[config.mk]
export PLATFORM = sky130hd
export DESIGN_NAME = program_loader
export DESIGN_NICKNAME = d
export VERILOG_FILES = /design/src/rtl/nrisc_pkg.sv /design/src/rtl/loader_timeout.sv /design/src/rtl/program_loader.sv
export SDC_FILE = /design/constraint.sdc
export NUM_CORES = 1
export LEC_CHECK = 0
export BUFFER_PORTS_ARGS = -buffer_cell sky130_fd_sc_hd__buf_2
export CAP_MARGIN = 20
export CORE_UTILIZATION = 45
export CTS_CLUSTER_DIAMETER = 40
export DETAILED_ROUTE_END_ITERATION = 12
export GPL_ROUTABILITY_DRIVEN = 0
export PLACE_DENSITY_LB_ADDON = 0.15
export SKIP_CTS_REPAIR_TIMING = 1
export SLEW_MARGIN = 10
export SYNTH_ARGS = -nofsm -noshare
export SYNTH_HDL_FRONTEND = slang
export SYNTH_HIERARCHICAL = 1
export SYNTH_SLANG_ARGS = --single-unit
[constraint.sdc]
create_clock -name clock -period 7.8 [get_ports clock]
set_input_delay 1.56 -clock clock [delete_from_list [all_inputs] [get_ports clock]]
set_output_delay 1.56 -clock clock [all_outputs]
set_load 0.02 [all_outputs]
[src/rtl/nrisc_pkg.sv]
// Shared types and constants for the program loader: the loader state encoding,
// the byte width and the value that marks a good checksum.
package nrisc_pkg;

    localparam int BYTE_W = 8;
    localparam logic [BYTE_W-1:0] CSUM_GOOD = 8'h00;

    typedef enum logic [2:0] {
        WAIT_LEN  = 3'd0,
        WAIT_DATA = 3'd1,
        WAIT_SUM  = 3'd2,
        RUN       = 3'd3,
        ERROR     = 3'd4
    } loader_state_e;

endpackage

[src/rtl/loader_timeout.sv]
// Idle-cycle counter for the loader: counts enabled cycles and holds at the
// limit, where it reports expiry until cleared.
module loader_timeout #(
    parameter int TIMEOUT_CYCLES = 1024
) (
    input  logic clock,
    input  logic reset,
    input  logic i_clear,
    input  logic i_enable,
    output logic o_expired
);

    localparam int CW = $clog2(TIMEOUT_CYCLES + 1);
    localparam logic [CW-1:0] LIMIT = CW'(TIMEOUT_CYCLES);

    logic [CW-1:0] r_count;

    always_ff @(posedge clock or posedge reset) begin
        if (reset) begin
            r_count <= '0;
        end else if (i_clear) begin
            r_count <= '0;
        end else if (i_enable && (r_count != LIMIT)) begin
            r_count <= r_count + 1'b1;
        end
    end

    assign o_expired = (r_count == LIMIT);

endmodule

[src/rtl/program_loader.sv]
// Fills instruction memory from a byte-serial frame (length, data, checksum)
// and releases the core only once the frame checksum verifies.
module program_loader
    import nrisc_pkg::*;
#(
    parameter int ADDR_WIDTH     = 8,
    parameter int DATA_WIDTH     = 8,
    parameter int START_ADDR     = 0,
    parameter int TIMEOUT_CYCLES = 1024
) (
    input  logic                  clock,
    input  logic                  reset,
    input  logic                  start,
    input  logic                  rx_valid,
    input  logic [DATA_WIDTH-1:0] rx_data,
    output logic                  rx_ready,
    output logic                  im_we,
    output logic [ADDR_WIDTH-1:0] im_addr,
    output logic [DATA_WIDTH-1:0] im_wdata,
    output logic                  core_run,
    output logic                  load_done,
    output logic                  load_error,
    output loader_state_e         dbg_state
);

    localparam logic [ADDR_WIDTH-1:0] START   = ADDR_WIDTH'(START_ADDR);
    localparam logic [ADDR_WIDTH:0]   FULL    = (ADDR_WIDTH+1)'(1) << ADDR_WIDTH;
    localparam logic [ADDR_WIDTH:0]   LAST_ONE = (ADDR_WIDTH+1)'(1);

    loader_state_e           r_state;
    loader_state_e           w_next;
    logic [ADDR_WIDTH:0]     r_remaining;
    logic [BYTE_W-1:0]       r_sum;
    logic [ADDR_WIDTH-1:0]   r_ptr;
    logic                    r_we;
    logic [ADDR_WIDTH-1:0]   r_addr;
    logic [DATA_WIDTH-1:0]   r_wdata;
    logic                    r_core_run;
    logic                    r_done;
    logic                    r_error;

    logic                    w_acc;
    logic                    w_timed;
    logic                    w_expired;
    logic                    w_tmo;
    logic                    w_take;
    logic [BYTE_W-1:0]       w_sum_chk;
    logic [ADDR_WIDTH:0]     w_len;

    assign rx_ready  = (r_state == WAIT_LEN) || (r_state == WAIT_DATA) || (r_state == WAIT_SUM);
    assign w_acc     = rx_valid && rx_ready;
    assign w_timed   = (r_state == WAIT_DATA) || (r_state == WAIT_SUM);
    assign w_tmo     = w_expired && w_timed;
    // start and an expired timeout both discard a byte offered on the same edge
    assign w_take    = w_acc && !start && !w_tmo;
    assign w_sum_chk = r_sum + rx_data[BYTE_W-1:0];
    assign w_len     = (rx_data[ADDR_WIDTH-1:0] == '0) ? FULL : {1'b0, rx_data[ADDR_WIDTH-1:0]};

    loader_timeout #(
        .TIMEOUT_CYCLES(TIMEOUT_CYCLES)
    ) u_timeout (
        .clock    (clock),
        .reset    (reset),
        .i_clear  (start || w_acc || !w_timed),
        .i_enable (w_timed),
        .o_expired(w_expired)
    );

    always_ff @(posedge clock or posedge reset) begin
        if (reset) begin
            r_state <= WAIT_LEN;
        end else begin
            r_state <= w_next;
        end
    end

    always_comb begin
        w_next = r_state;
        if (start) begin
            w_next = WAIT_LEN;
        end else begin
            case (r_state)
                WAIT_LEN:  if (w_acc) w_next = WAIT_DATA;
                WAIT_DATA: begin
                    if (w_tmo) w_next = ERROR;
                    else if (w_acc && (r_remaining == LAST_ONE)) w_next = WAIT_SUM;
                end
                WAIT_SUM: begin
                    if (w_tmo) w_next = ERROR;
                    else if (w_acc) w_next = (w_sum_chk == CSUM_GOOD) ? RUN : ERROR;
                end
                default: w_next = r_state;
            endcase
        end
    end

    always_ff @(posedge clock or posedge reset) begin
        if (reset) begin
            r_remaining <= '0;
            r_sum       <= '0;
            r_ptr       <= START;
            r_we        <= 1'b0;
            r_addr      <= START;
            r_wdata     <= '0;
            r_core_run  <= 1'b0;
            r_done      <= 1'b0;
            r_error     <= 1'b0;
        end else begin
            r_we       <= 1'b0;
            r_core_run <= (w_next == RUN);
            r_done     <= (w_next == RUN) && (r_state != RUN);
            r_error    <= (w_next == ERROR);
            if (start) begin
                r_remaining <= '0;
                r_sum       <= '0;
                r_ptr       <= START;
            end else if (w_take) begin
                case (r_state)
                    WAIT_LEN: begin
                        r_remaining <= w_len;
                        r_sum       <= rx_data[BYTE_W-1:0];
                        r_ptr       <= START;
                    end
                    WAIT_DATA: begin
                        r_we        <= 1'b1;
                        r_addr      <= r_ptr;
                        r_wdata     <= rx_data;
                        r_ptr       <= r_ptr + 1'b1;
                        r_sum       <= w_sum_chk;
                        r_remaining <= r_remaining - 1'b1;
                    end
                    default: ;
                endcase
            end
        end
    end

    assign im_we      = r_we;
    assign im_addr    = r_addr;
    assign im_wdata   = r_wdata;
    assign core_run   = r_core_run;
    assign load_done  = r_done;
    assign load_error = r_error;
    assign dbg_state  = r_state;

endmodule

# Yosys cells after proc, flatten, opt, wreduce, memory -nomap -nowiden
# Index checks and enable logic that the tools add are counted.
# totals
regBits	59
in_bits	12
output_inout_bits	24
wordCells	70
# classes
add_sub_neg	4
n_eq_ne	8
n_mux	23
bitwise	1
reduce_logical	23
# ops
cell	n
8-bit 2-to-1 mux	4
8-bit case mux with 2 select lines	2
9-bit 2-to-1 mux	3
11-bit 2-to-1 mux	2
3-bit 2-to-1 mux	7
9-bit case mux with 2 select lines	1
8-bit logical NOT	2
11-bit by 1-bit adder with 11-bit output (second input constant)	1
11-bit equality test (second input constant)	1
11-bit != test (second input constant)	1
9-bit by 1-bit equality test with 1-bit output (second input constant)	1
3-bit case mux with 3 select lines	1
9-bit by 1-bit subtractor with 9-bit output (second input constant)	1
8-bit by 1-bit adder with 8-bit output (second input constant)	1
8-bit adder	1
1-bit logical AND	7
3-bit by 2-bit equality test with 1-bit output (second input constant)	2
1-bit logical OR	5
2-bit nonzero test	2
3-bit by 1-bit equality test with 1-bit output (second input constant)	1
3-bit equality test (second input constant)	1
1-bit logical NOT	3
3-bit logical NOT	1
1-bit 2-to-1 mux	3
other kinds (5)	5

# Longest topological paths before layout
# Gate-level depths: netlist of run 1.
# logic_depth
depth_word	11
depth_mapped	12
mapped_depth_nobuf	10

# Cells and area by module
# The synthesis of run 1 kept the hierarchy.
# modules_own_cells
module	n_inst	cells_per_inst	area_each_um2	seq_area_each_um2
program_loader	1	308	2735.1	1201.2
loader_timeout	1	66	624.3	275.3

# Worst setup path after synthesis of run 1
# Ideal clock, no wire load.
# synth_timing
path_kind	input -> register
from	input port rx_data[0]
to	register r_done (netlist: load_done)
setup_ns	0.069
arrival_ns	3.886
t_required_ns	7.731
setup_slack_ns	3.845
cell_stages	8
path_buffers	0
path_cell_list	ha_1 > fa_1 > a211oi_2 > or4b_1 > o2111ai_2 > or4_4 > o41ai_4 > and4b_1
# synth_via
elab_chain_cells	9
# synth_lines
element	line	rtl
start, declared	program_loader.sv:15	input logic [DATA_WIDTH-1:0] rx_data,
8-bit adder	program_loader.sv:56	assign w_sum_chk = r_sum + rx_data[BYTE_W-1:0];
8-bit logical NOT	program_loader.sv:90	else if (w_acc) w_next = (w_sum_chk == CSUM_GOOD) ? RUN : ERROR;
3-bit 2-to-1 mux (2 in a row)	program_loader.sv:90	
3-bit 2-to-1 mux	program_loader.sv:89	if (w_tmo) w_next = ERROR;
3-bit case mux with 3 select lines	program_loader.sv:82	case (r_state)
3-bit 2-to-1 mux	program_loader.sv:79	if (start) begin
named net w_next[0]	program_loader.sv:31	loader_state_e w_next;
3-bit by 2-bit equality test with 1-bit output	program_loader.sv:111	r_done <= (w_next == RUN) && (r_state != RUN);
1-bit logical AND	program_loader.sv:111	
end signal, assigned	program_loader.sv:111	
end, declared	program_loader.sv:39	logic r_done;
# The timed path passes the listed nets, and every way through them passes these cells.
# A chain may end at the register's enable or synchronous reset.

# Worst setup path after layout of run 1
# Ends and elaborated chain as after synthesis.

==> impl_metrics.tcl, run 1 <==
set metrics [dict create \
    run_status "finished, final reports clean" \
    detailedRoute.firstPassIterationCount 4 \
    floorplan.rows 31 \
    synth_async_sr_flop_share_pct 100 \
    place.detailed.hpwl_um 5220 \
    timing_max_transition_violations_final 0 \
    worstPathRequired_ns 8.06 \
    finalClockSkew_ns 0.0111 \
    clock.fmax_mhz 251 \
    setup.reg_to_reg.worst_slack_ns 4.52 \
    ys_dominant_reg_cell "sky130_fd_sc_hd__dfrtp_1" \
    postSynthCellCount 374 \
    clock_tree.root_cell "sky130_fd_sc_hd__clkbuf_8" \
    finalHoldViolations 0 \
    totalPowerFinal_uw 795 \
    routed_via_density 5.58 \
    drt_iter0_markers 139 \
    die_h_um 88.4 \
    layout_commonest_cell "sky130_fd_sc_hd__nand2_1" \
    synth_top_area_cell "sky130_fd_sc_hd__dfrtp_1" \
    tightest_slew_ns 0.924 \
    clock_tree.htree_level_count 3 \
    ant_nets 0 \
    yosys_register_bits 59 \
    path_clk_slew_ns 0.07 \
    grt_setup_unrepaired "false" \
    netlist_area_um2 3360 \
    portBuffers 35 \
    finish.net_count 432 \
    synth_enable_flop_cells 0 \
    clock_tree.buffer_depth 2 \
    timing.setup.tns_ns 0 \
    instance_area_at_placement_um2 3600 \
    area_share_of_the_largest_cell_type_after_synthesis_pct 43.9 \
    synth_compound_area_share_pct 18.2 \
    mappedNetlistNets 399 \
    fin_hold_ws_ns 0.469 \
    setup.worst_path.end_class "register" \
    globalRouteOverflowTotal 0 \
    first_pass_grt_wire_length_um 13100 \
    crit_arrival_ns 4.25 \
    antenna_found_initial 0 \
    wire_per_inst_um 15.0 \
    cts_tree "done" \
    cap_violations 0 \
    peakVddDrop_v 0.000108 \
    design.portCount 36 \
    critical_path_peak_fanout 5 \
    clock_sink_count 59 \
    worst_skew_pair.late_latency_ns 0.34 \
    critical_path.cell_chain "buf_2 > ha_1 > fa_1 > a211oi_2 > or4b_1 > o2111ai_2 > or4_4 > o41ai_4 > and4b_1" \
    yosysWarningCount 6 \
    p_leak_uw 0.00179 \
    synth_fa_ha_area_share_pct 5.07 \
    drcViolationCount 0 \
    finalCriticalPeriod_ns 3.98 \
    synthSimpleGateAreaFrac_pct 24.3 \
    crit_family "simple AND/OR/NAND/NOR gates" \
    synth.lib_cells_used.distinct 61 \
    mostFrequentLayoutCells "sky130_fd_sc_hd__nand2_1, sky130_fd_sc_hd__dfrtp_1, sky130_fd_sc_hd__buf_2, sky130_fd_sc_hd__nor2_1, sky130_fd_sc_hd__o21ai_0" \
    crit_path_max_cell_delay_ns 0.56 \
    layout_worst_path_cycle_share_pct 51.1 \
    slew-limit-headroom_pct 38.4 \
    synth_top_family_by_area "simple AND/OR/NAND/NOR gates" \
    power_per_cell_area_nw_per_um2 208 \
    areaGrowthSynthToFinish_pct 14.1 \
    dieArea_um2 7820 \
    floorplan.die.width_um 88.4 \
    postSynthAreaPerCell_um2 8.98 \
    grt_start_max_net_pins 49 \
    seq_area_frac_synth_pct 43.9 \
    grt_pass1_vias 2776 \
    synth.area.top_cells "sky130_fd_sc_hd__dfrtp_1, sky130_fd_sc_hd__nand2_1, sky130_fd_sc_hd__ha_1" \
    total_length_of_routed_wires_um 7650 \
    synth_xor_xnor_area_share_pct 2.09 \
    min-delay-path-class "register to register" \
    final_design_area_no_fill_um2 3830 \
    synthMuxAreaShare_pct 2.76 \
    cp.buffers_inverters 1 \
    start_util_pct 46.3 \
    grtUsageTotal_pct 21.9 \
    critical_path.slowest_cell "sky130_fd_sc_hd__or4_4" \
    criticalPathCategory "input pin to register" \
    setup.worst_path.start_class "input pin" \
    final_layout_size_suffix_gt1_share_pct 16.6 \
    timing.final.setup_violations 0 \
    cts_buffers 9 \
    vias 2838 \
    insertedDiodeCount 0 \
    core_region_area_um2 7250 \
]
-- synth_stat cells (4+ instances only) --
cell type,number
sky130_fd_sc_hd__mux2i_1,7
sky130_fd_sc_hd__nand3_1,8
sky130_fd_sc_hd__or3_1,7
sky130_fd_sc_hd__inv_1,11
sky130_fd_sc_hd__nor3_1,6
sky130_fd_sc_hd__ha_1,12
sky130_fd_sc_hd__nand4_1,5
sky130_fd_sc_hd__o211ai_1,4
sky130_fd_sc_hd__nand3b_1,8
sky130_fd_sc_hd__nand2_1,67
sky130_fd_sc_hd__o21ai_0,29
sky130_fd_sc_hd__xor2_1,5
sky130_fd_sc_hd__nor4_1,8
sky130_fd_sc_hd__o21ai_1,8
sky130_fd_sc_hd__clkbuf_1,12
sky130_fd_sc_hd__dfrtp_1,59
sky130_fd_sc_hd__nor3b_1,4
sky130_fd_sc_hd__a21oi_1,21
sky130_fd_sc_hd__nor2b_1,5
sky130_fd_sc_hd__nor2_1,31
-- kinds of logic (layout without fill, tap and decap cells) --
family	count (synthesis)	count (layout)
XOR/XNOR	8	8
AO/OA/AOI/OAI	92	92
buffers and inverters	30	66
multiplexers	9	9
adder cells (fa/ha/maj)	13	13
flip-flops	59	59
AND/OR/NAND/NOR	163	163
-- area by class of cell --
| type | count | area [µm²] |
|---|---|---|
| clock buffer | 9 | 124 |
| sequential | 59 | 1480 |
| timing repair buffer | 39 | 218 |
| multi-input combinational | 285 | 1760 |
| inverter | 13 | 48.8 |
| fill | 706 | 3420 |
| tap | 99 | 124 |
| clock inverter | 5 | 80.1 |
-- report_power, final --
part	switching, µW	internal, µW
Sequential	14.8	327
Combinational	99.9	56.1
Clock	122	176
Total	236	559
-- metal layers --
layer | track usage, % | part of all wire (%)
met1 | 28.8 | 47
met2 | 36.4 | 49
met3 | 3.73 | 2.6
met4 | 8.21 | 0.52
met5 | 0 | 0
-- metrics by stage --
step / util, % / std cells / setup WS [ns]
after detailed placement: 49.6 / 493 / 3.51
after CTS: 52.5 / 507 / 3.84
after floorplan: - / 374 / 3.84
final: 52.8 / 509 / 3.82
after global routing: 52.8 / 509 / 3.73
after global placement: 49.6 / 493 / 3.56
-- flip-flops by register name, indices dropped and copies added (netlist names) --
register and flops:
r_sum 8, r_ptr 8, r_remaining 9, load_done 1, im_addr 8, dbg_state 3
im_wdata 8, im_we 1, load_error 1, u_timeout/r_count 11, core_run 1
-- final timing paths --
check	startpoint	endpoint	cells after the start
max in group asynchronous	reset	r_ptr[0]	3
worst min-delay path	im_addr[4]	im_addr[4]	2
min in group asynchronous	reset	im_addr[5]	2
worst min register to register	im_addr[4]	im_addr[4]	2
worst max register to register	u_timeout/r_count[2]	r_ptr[1]	8
worst max-delay path	rx_data[0]	load_done	9
-- tightest hold or removal path, stage by stage, from the launching register on --
cell and delay, ns:
sky130_fd_sc_hd__dfrtp_1 0.34, sky130_fd_sc_hd__nand2_1 0.05, sky130_fd_sc_hd__nand2_1 0.05
Power figures use the tool's default switching activity.
==> run 2, diff against run 1 <==
Settings changed: ABC_AREA set to 1.
Clock period 7.8 ns to 3.2 ns, I/O delays scaled along.
==> run 2 against run 1 <==
  * Power rose by 130%
  * Utilization decreased by 0.72 points
  * Via count is 6.9% higher
  * Register-to-register slack got worse by 3.7 ns
  * Non-clock buffer count decreased by 3
  * Global-route usage down 1.2 points
  * Cell count up 18%
  * Area after synthesis is 7.0% higher
  * Count of clock-buffer cells in the layout did not move
  * Die area up 6.9%
  * First-iteration DRC count increased by 41%
  * Largest power group unchanged
==> impl_metrics.tcl, run 2 <==
set metrics [dict create \
    grtUsageTotal_pct 20.7 \
    clock_tree.htree_level_count 3 \
    detailedRoute.firstPassIterationCount 5 \
    vias 3035 \
    grt_start_max_net_pins 49 \
    timing_max_transition_violations_final 0 \
    timing.final.setup_violations 0 \
    grt_pass1_vias 2878 \
    registers.top_by_ff_count "u_timeout/r_count" \
    crit_arrival_ns 2.70 \
    design.portCount 36 \
    antenna_found_initial 0 \
    clock.fmax_mhz 413 \
    run_status "finished, final reports clean" \
    synth.area.top_cells "sky130_fd_sc_hd__dfrtp_1, sky130_fd_sc_hd__nand2_1, sky130_fd_sc_hd__inv_1" \
    die_h_um 91.4 \
    first_pass_grt_wire_length_um 13700 \
    cap_violations 0 \
    finalHoldViolations 0 \
    synth.cells.most_frequent "sky130_fd_sc_hd__nand2_1, sky130_fd_sc_hd__inv_1, sky130_fd_sc_hd__dfrtp_1, sky130_fd_sc_hd__nor2_1, sky130_fd_sc_hd__nand3_1" \
    dieArea_um2 8350 \
    grt_setup_unrepaired "false" \
    synth_enable_flop_cells 0 \
    sequential_cell_area_um2 1480 \
    finalClockSkew_ns 0.0141 \
    yosysWarningCount 6 \
    synth_top_area_cell "sky130_fd_sc_hd__dfrtp_1" \
    final_layout_size_suffix_gt1_share_pct 17.9 \
    clock_tree.root_cell "sky130_fd_sc_hd__clkbuf_8" \
    portBuffers 35 \
    floorplan.rows 32 \
    wire_per_inst_um 13.2 \
    setup.worst_path.start_class "input pin" \
    core_region_area_um2 7730 \
    synth.lib_cells_used.distinct 42 \
    netlist_area_um2 3600 \
    registers_with_the_most_flip_flops "u_timeout/r_count (11), r_remaining (9)" \
    layout_worst_path_cycle_share_pct 75.8 \
    cts_buffers 9 \
    cts_tree "done" \
    drt_iter0_markers 196 \
    areaGrowthSynthToFinish_pct 12.0 \
    layoutNonFillerInstCount 599 \
    globalRouteOverflowTotal 0 \
    clock_sink_count 59 \
    finish.net_count 517 \
    yosys_register_bits 59 \
    start_util_pct 46.5 \
    tightest_slew_ns 0.518 \
    setup_slack_ns 0.776 \
    mappedNetlistNets 479 \
    routed_via_density 5.07 \
    worst_skew_pair.late_latency_ns 0.35 \
    total_length_of_routed_wires_um 7890 \
    nFillCells 757 \
    peakVddDrop_v 0.000197 \
    p_leak_uw 0.00211 \
    min-delay-path-class "input pin to asynchronous set/reset pin" \
    floorplan.die.width_um 91.4 \
    synth_async_sr_flop_share_pct 100 \
    placed_cells 582 \
    area_share_of_the_largest_cell_type_after_synthesis_pct 41.1 \
    path_clk_slew_ns 0.09 \
    synthMostInstantiatedCell "sky130_fd_sc_hd__nand2_1" \
    totalPowerFinal_uw 1850 \
    clock_tree.buffer_depth 2 \
    mostFrequentLayoutCells "sky130_fd_sc_hd__nand2_1, sky130_fd_sc_hd__inv_1, sky130_fd_sc_hd__dfrtp_1, sky130_fd_sc_hd__nor2_1, sky130_fd_sc_hd__buf_2" \
    ant_nets 0 \
    setup.worst_path.end_class "register" \
    largest_register_ffs 11 \
    critical_path_peak_fanout 3 \
    criticalPathCategory "input pin to register" \
    area_taken_by_multi_input_logic_gates_um2 1780 \
    layout_commonest_cell "sky130_fd_sc_hd__nand2_1" \
    worstPathRequired_ns 3.48 \
    slew-limit-headroom_pct 65.1 \
    timing.setup.tns_ns 0 \
    drcViolationCount 0 \
    seq_area_frac_synth_pct 41.1 \
    finalCriticalPeriod_ns 2.42 \
    insertedDiodeCount 0 \
    preCtsSetupSlack_ns 0.434 \
    place.detailed.hpwl_um 5540 \
    postSynthAreaPerCell_um2 7.92 \
    ys_dominant_reg_cell "sky130_fd_sc_hd__dfrtp_1" \
    postSynthCellCount 454 \
    power_per_cell_area_nw_per_um2 459 \
]
run 2: changes by cell type after synthesis, sizes merged, moves of 6 or more:
cell,delta
nand3,+26
mux2i,-7
nor2,+11
o22ai,+7
or3,-7
o21ai,-9
inv,+55
nand4,+10
nand2,+57
nand3b,-8
nor4,-6
clkbuf,-10
run 2: kinds of logic (layout without fill, tap and decap cells):
family,count (synthesis),after routing,synth area share [%]
simple gates,228,228,31.3
buf+inv,78,121,9.43
compound gates,65,65,10.8
flops,59,59,41.1
fa+ha+maj,13,13,4.73
xor+xnor,11,11,2.68
run 2: routing by layer:
metal  routed length (µm)  vias up  track usage (%)
met4                   68        0             7.14
met1                 3930     1413             29.2
li1                     -     1555                -
met3                  317        7             3.35
met5                    0        -                0
met2                 3580       60             32.3
run 2: area by class of cell:
type                    instances  area share [%]
multi-input cells             317            44.2
flip-flops and latches         59            36.7
inverters                      69            6.52
repair buffers                 36            4.85
well taps                     102            3.17
clock buffers                   9            3.08
clock inverters                 7            1.52
run 2: path summary, 6_finish.rpt:
path | cells after the start | from | to | slack (ns)
setup reg to reg | 14 | r_sum[0] | load_done | 0.78
hold / removal | 2 | reset | r_remaining[5] | 0.28
hold reg to reg | 2 | im_wdata[3] | im_wdata[3] | 0.47
max in group asynchronous | 3 | reset | im_addr[1] | 2.41
setup / recovery | 15 | rx_data[0] | load_done | 0.78
min in group clock | 2 | im_wdata[3] | im_wdata[3] | 0.47
run 2: per-stage QoR:
step	hold WS, ns	util [%]	instance area, µm²
finish	0.278	52.1	4030
global route	0.302	52.1	4030
CTS	0.310	51.9	4010
detailed placement	0.455	49.5	3820
global placement	0.450	49.5	3820
floorplan	0.453	-	3600
run 2: report_power, final:
part           internal [µW]  total, µW  switching [µW]  leakage [µW]
Sequential               796        831            35.1      0.000797
Clock                    292        649             357     0.0000879
Combinational            126        369             243       0.00123
Total                   1210       1850             634       0.00211
run 2: worst max-delay path: stages:
cell and delay (ns):
sky130_fd_sc_hd__buf_2 0.11, sky130_fd_sc_hd__ha_1 0.23, sky130_fd_sc_hd__fa_1 0.45, sky130_fd_sc_hd__or2_2 0.31, sky130_fd_sc_hd__nor2_1 0.12, sky130_fd_sc_hd__nand3_1 0.09, sky130_fd_sc_hd__nor2_1 0.10, sky130_fd_sc_hd__nand2_1 0.10
sky130_fd_sc_hd__nand2_1 0.09, sky130_fd_sc_hd__nand2_1 0.05, sky130_fd_sc_hd__nand2_1 0.05, sky130_fd_sc_hd__nand2_1 0.08, sky130_fd_sc_hd__nor2_1 0.11, sky130_fd_sc_hd__nand3_1 0.09, sky130_fd_sc_hd__nor2_1 0.09
